File: src/rtl/rnd_enum.sv
// Shared rounding-mode encoding and FP32 constants for the multiply datapath.
package rnd_enum;

    typedef enum logic [2:0] {
        IEEE_near = 3'd0,
        IEEE_zero = 3'd1,
        IEEE_pinf = 3'd2,
        IEEE_ninf = 3'd3,
        near_up   = 3'd4,
        away_zero = 3'd5
    } rnd_t;

    localparam logic signed [9:0] EXP_BIAS = 10'sd127;

endpackage

File: src/rtl/round_mult.sv
// Combinational rounding of a normalized product: increment, renormalize, pack, flag.
module round_mult
    import rnd_enum::*;
#(
    parameter int FRAC_W = 23
) (
    input  logic                    sign,
    input  logic signed [9:0]       exp_in,
    input  logic [FRAC_W-1:0]       frac,
    input  logic                    g,
    input  logic                    s,
    input  rnd_t                    rnd,
    output logic [FRAC_W+8:0]       z,
    output logic                    overflow,
    output logic                    underflow,
    output logic                    inexact
);

    logic              inc;
    logic [FRAC_W:0]   sum;
    logic [FRAC_W-1:0] frac_r;
    logic signed [9:0] exp_f;

    always_comb begin
        inc = 1'b0;
        case (rnd)
            IEEE_near: inc = g & (s | frac[0]);
            IEEE_zero: inc = 1'b0;
            IEEE_pinf: inc = (g | s) & ~sign;
            IEEE_ninf: inc = (g | s) & sign;
            near_up:   inc = g;
            away_zero: inc = g | s;
            default:   inc = 1'b0;
        endcase

        sum = {1'b0, frac} + {{FRAC_W{1'b0}}, inc};
        // Carry out of the fraction means the significand reached 2.0
        if (sum[FRAC_W]) begin
            frac_r = '0;
            exp_f  = exp_in + 10'sd1;
        end else begin
            frac_r = sum[FRAC_W-1:0];
            exp_f  = exp_in;
        end

        overflow  = (exp_f >= 10'sd255);
        underflow = (exp_f <= 10'sd0);
        inexact   = g | s;
        z         = {sign, exp_f[7:0], frac_r};
    end

endmodule

File: src/rtl/fp_mult_core.sv
// Sequential FP32 significand multiplier: radix-2 shift-add, normalize, round.
module fp_mult_core
    import rnd_enum::*;
#(
    parameter int MANT_W = 24
) (
    input  logic        clk,
    input  logic        rst,
    input  logic        start,
    input  logic [31:0] a,
    input  logic [31:0] b,
    input  rnd_t        rnd,
    output logic        busy,
    output logic        done,
    output logic [31:0] a_q,
    output logic [31:0] b_q,
    output rnd_t        rnd_q,
    output logic [31:0] z_calc,
    output logic        overflow,
    output logic        underflow,
    output logic        inexact
);

    localparam int PW     = 2 * MANT_W;
    localparam int FRAC_W = MANT_W - 1;
    localparam int CW     = $clog2(MANT_W);

    typedef enum logic [2:0] {IDLE, MULT, NORM, ROUND, DONE} state_t;

    state_t             state, state_nx;
    logic [CW-1:0]      cnt;
    logic [PW-1:0]      mcand;
    logic [MANT_W-1:0]  mplier;
    logic [PW-1:0]      prod;
    logic               sign_r;
    logic signed [9:0]  exp_r;
    logic [FRAC_W-1:0]  frac_n;
    logic               g_n, s_n;

    logic [31:0]        rz;
    logic               r_ov, r_un, r_ix;

    assign busy = (state == MULT) || (state == NORM) || (state == ROUND);
    assign done = (state == DONE);

    always_comb begin
        state_nx = state;
        case (state)
            IDLE:    if (start) state_nx = MULT;
            MULT:    if (cnt == CW'(MANT_W - 1)) state_nx = NORM;
            NORM:    state_nx = ROUND;
            ROUND:   state_nx = DONE;
            DONE:    state_nx = IDLE;
            default: state_nx = IDLE;
        endcase
    end

    always_ff @(posedge clk) begin
        if (rst) begin
            state     <= IDLE;
            a_q       <= '0;
            b_q       <= '0;
            rnd_q     <= IEEE_near;
            z_calc    <= '0;
            overflow  <= 1'b0;
            underflow <= 1'b0;
            inexact   <= 1'b0;
            cnt       <= '0;
            mcand     <= '0;
            mplier    <= '0;
            prod      <= '0;
            sign_r    <= 1'b0;
            exp_r     <= '0;
            frac_n    <= '0;
            g_n       <= 1'b0;
            s_n       <= 1'b0;
        end else begin
            state <= state_nx;
            case (state)
                IDLE: if (start) begin
                    a_q    <= a;
                    b_q    <= b;
                    rnd_q  <= rnd;
                    // Hidden bit is forced to 1 regardless of exponent field
                    mcand  <= {{MANT_W{1'b0}}, 1'b1, a[FRAC_W-1:0]};
                    mplier <= {1'b1, b[FRAC_W-1:0]};
                    prod   <= '0;
                    cnt    <= '0;
                    sign_r <= a[31] ^ b[31];
                    exp_r  <= $signed({2'b00, a[30:23]}) + $signed({2'b00, b[30:23]}) - EXP_BIAS;
                end
                MULT: begin
                    if (mplier[0]) prod <= prod + mcand;
                    mcand  <= mcand << 1;
                    mplier <= mplier >> 1;
                    cnt    <= cnt + CW'(1);
                end
                NORM: begin
                    // Product lies in [1,4); bit PW-1 set means it is >= 2
                    if (prod[PW-1]) begin
                        frac_n <= prod[PW-2 -: FRAC_W];
                        g_n    <= prod[PW-MANT_W-1];
                        s_n    <= |prod[PW-MANT_W-2:0];
                        exp_r  <= exp_r + 10'sd1;
                    end else begin
                        frac_n <= prod[PW-3 -: FRAC_W];
                        g_n    <= prod[PW-MANT_W-2];
                        s_n    <= |prod[PW-MANT_W-3:0];
                    end
                end
                ROUND: begin
                    z_calc    <= rz;
                    overflow  <= r_ov;
                    underflow <= r_un;
                    inexact   <= r_ix;
                end
                default: ;
            endcase
        end
    end

    round_mult #(.FRAC_W(FRAC_W)) u_round (
        .sign      (sign_r),
        .exp_in    (exp_r),
        .frac      (frac_n),
        .g         (g_n),
        .s         (s_n),
        .rnd       (rnd_q),
        .z         (rz),
        .overflow  (r_ov),
        .underflow (r_un),
        .inexact   (r_ix)
    );

endmodule

File: config.mk
export PLATFORM = sky130hd
export DESIGN_NAME = fp_mult_core
export DESIGN_NICKNAME = d
export VERILOG_FILES = /design/src/rtl/rnd_enum.sv /design/src/rtl/round_mult.sv /design/src/rtl/fp_mult_core.sv
export SDC_FILE = /design/constraint.sdc
export NUM_CORES = 1
export LEC_CHECK = 0
export CAP_MARGIN = 40
export CORE_UTILIZATION = 42
export CTS_BUF_LIST = sky130_fd_sc_hd__clkbuf_8 sky130_fd_sc_hd__clkbuf_16
export CTS_CLUSTER_SIZE = 25
export DETAILED_ROUTE_END_ITERATION = 8
export PLACE_DENSITY = 0.61
export REMOVE_ABC_BUFFERS = 1
export SYNTH_ARGS = -nofsm -noshare
export SYNTH_HDL_FRONTEND = slang
export SYNTH_SLANG_ARGS = --single-unit
File: constraint.sdc
create_clock -name clk -period 3.7 [get_ports clk]
set_clock_uncertainty 0.15 [all_clocks]
set_input_delay 1.11 -clock clk [delete_from_list [all_inputs] [get_ports clk]]
set_output_delay 1.11 -clock clk [all_outputs]
set_load 0.05 [all_outputs]
==> metrics.txt <==
number of vias after detailed routing ~12000; Post-CTS Repair Setup Buffers 0; endpoint of the lowest-slack register-to-register path prod[40]; worst setup slack after layout 0.220 ns; EDFF count, synth 0; Async S/R FF share, synth 0%; violations in the final reports DRC; area of the multi-input gates roughly 0.0075 mm²; Worst Hold Class flop to flop; post-layout total power 0.00709 W; fraction of layout instances using a drive strength above 1 6.27%; H-tree lvl count 1; maximum vdd drop 0.353 mV; quantity of I/O buffers inserted on ports 173; Overall Global Routing Usage 20.2%; via count of the first global-routing pass 11100; R2R setup slack 0.22 ns; total power per unit cell area roughly 430 mW/mm²; number of distinct library cell variants in the gate-level netlist after synthesis 65; layout overhead on the synthesized area 24.9%; drt initial violations between 600 and 700; most frequent cells in the layout sky130_fd_sc_hd__nand2_1 (317), sky130_fd_sc_hd__dfxtp_1 (266), sky130_fd_sc_hd__clkdlybuf4s50_1 (172); result of the run finished with violations; routed len/inst between 15 and 20 µm; first-pass iteration count of the detailed router 9; fraction of the cycle the final worst path needs 94.1%; global-route wire length before repair 55.8 mm; Total Neg Setup Slack 0 ns; number of top-level pins 174; die span in x 179 µm; Top FF cell, synth sky130_fd_sc_hd__dfxtp_1; Num Clock Sinks 266; total detailed-routing wirelength 32.9 mm; required time of the critical path 3.99 ns; Critical Path End prod[40]; final weighted congestion of routability-driven global placement 0.853; post-synthesis sequential element count roughly 270; post-layout net count 1901; Final Core Density 53.8%; worst rel slew slack 42.8%; crit path max fanout 4; number of remaining DRC errors 2; Cell Chain, Critical Path ha_1 > fa_1 > a21o_1 > a221o_1 > a311oi_4 > a211oi_2 > o41ai_4 > o21a_2 > o21bai_4 > o31ai_4 > xnor2_1 > a22o_1; hold buffers post-CTS 0; Die Area between 0.03 and 0.04 mm²; Register Area 0.00533 mm²; maximum clock frequency approximately 0.29 GHz; latest clock arrival within the worst-skew pair 0.55 ns; critical register-to-register path startpoint mcand[0]; Gate Count Post-Synth 1632; synth warn 0; Worst setup startpoint mcand[0]; GR Overflow Total 0; Crit-path slowest cell sky130_fd_sc_hd__fa_1; Fin Hold WS around 0.30 ns; endpoint arrival time on the critical path 3.77 ns; CP max stage delay between 0.4 and 0.5 ns; initial cell density of the core between 40 and 50%; startpoint type of the worst setup path flop; average instance area after synthesis about 8 µm²; clock transition at the register clock pins on the worst setup and hold paths after CTS 0.06 ns; Max Root-Sink Buffers 3; initial antenna violation count 0; crit path kind flop to flop; most common cell after layout, fill and taps aside sky130_fd_sc_hd__nand2_1; Chip Height 179 µm; worst slew pin tran ~0.86 ns; area inside the core boundary 0.0307 mm²; half-perimeter wire length after detailed placement about 23 mm; number of violations of the max-capacitance limit 0; cell row count 64; worst slack at placement -0.184 ns; R2R depth 12; kind of capture point of the worst setup path flop; clock tree from TritonCTS built; antenna violation net count after detailed routing 0; diode count 0; number of max-slew violations in the final report 0; total of fill cells in the finished design 2917; Inserted Clock Buffers 30; final hold vios 0; drt via density 5.38; clock tree root driver cell sky130_fd_sc_hd__clkbuf_16; leakage power summed over all cells 6.36 nW; post-cts sizing count 0; largest net degree at the start of global routing 143; share of synthesized area occupied by flip-flops and latches approximately 40%; final count of negative-setup-slack endpoints 0; synthesized area 0.0132 mm²; final period demand of the worst path 3.48 ns
==> logic make-up (layout without fill, tap and decap cells) <==
kind of cell,Yosys count,after routing,share of synthesized area (%)
fa+ha+maj,68,68,6.54
flops,266,266,40.3
buf+inv,133,287,3.82
simple gates,604,604,19.3
mux,26,26,1.97
xor+xnor,80,80,5.30
compound gates,455,455,22.8
==> worst max-delay path, delay by kind of cell (launching register included) <==
family | cells | cell delay (ns)
compound gates | 9 | 2.17
xor+xnor | 1 | 0.09
fa+ha+maj | 2 | 0.63
flops | 1 | 0.33
==> where the power goes <==
part           switching [W]  leakage, nW  internal [W]  total (W)
registers          0.0000784         2.16       0.00296    0.00304
clock network        0.00117        0.565       0.00205    0.00322
logic               0.000512         3.63      0.000323   0.000835
total                0.00176         6.36       0.00533    0.00709
==> final cells by class <==
class	instances	area share (%)
Multi-Input combinational cell	1233	45.1
Sequential cell	266	32.2
Timing Repair Buffer	210	12.5
Clock buffer	44	5.78
Tap cell	396	3.00
Clock inverter	11	0.931
Inverter	22	0.500
==> how the worst min path moves through the flow <==
| stage | start | endpoint | cells after the start |
|---|---|---|---|
| 2_1_floorplan | cnt[3] | cnt[3] | 1 |
| 3_3_place_gp | z_calc[6] | z_calc[6] | 2 |
| 3_5_place_dp | z_calc[8] | z_calc[8] | 2 |
| 4_1_cts | a_q[11] | a_q[11] | 2 |
| 5_1_grt | z_calc[31] | z_calc[31] | 2 |
| 6_report | z_calc[4] | z_calc[4] | 2 |
==> through the flow <==
stage,instances,cell area [µm²]
6_report,2182,16500
5_1_grt,2182,16500
4_1_cts,2182,16500
3_5_place_dp,2127,15400
3_3_place_gp,2127,15400
2_1_floorplan,1521,12800
==> cells in the mapped netlist (all sizes together) (10+ instances only) <==
cell    instances  area (µm²)
a211oi         50         380
a21o           37         278
a21oi         141         709
a22oi          56         420
a31oi          50         313
and3           15        93.8
clkbuf        104         390
dfxtp         266        5330
ha             66         826
inv            22        82.6
mux2i          26         260
nand2         317        1190
nand3          32         165
nand4          12        75.1
nor2          159         597
nor3           21         105
o21a           10        76.3
o21ai          47         235
xnor2          41         359
xor2           39         342
==> flip-flops by register name, summed over array words and instances (netlist names), 3 cells and up <==
register,flops
z_calc,32
cnt,5
prod,48
mcand,48
a_q,32
exp_r,10
mplier,24
rnd_q,3
state,3
b_q,32
frac_n,23
==> per-layer routing <==
metal  up-vias  track usage, %  part of all wire (%)
li1       6054               -                     -
met1      5422            28.3                    49
met2       232            32.5                    44
met3        41            3.32                   4.9
met4         0            4.45                   1.4
met5         -               0                     0
No activity file was read; power rests on OpenSTA's default activity.
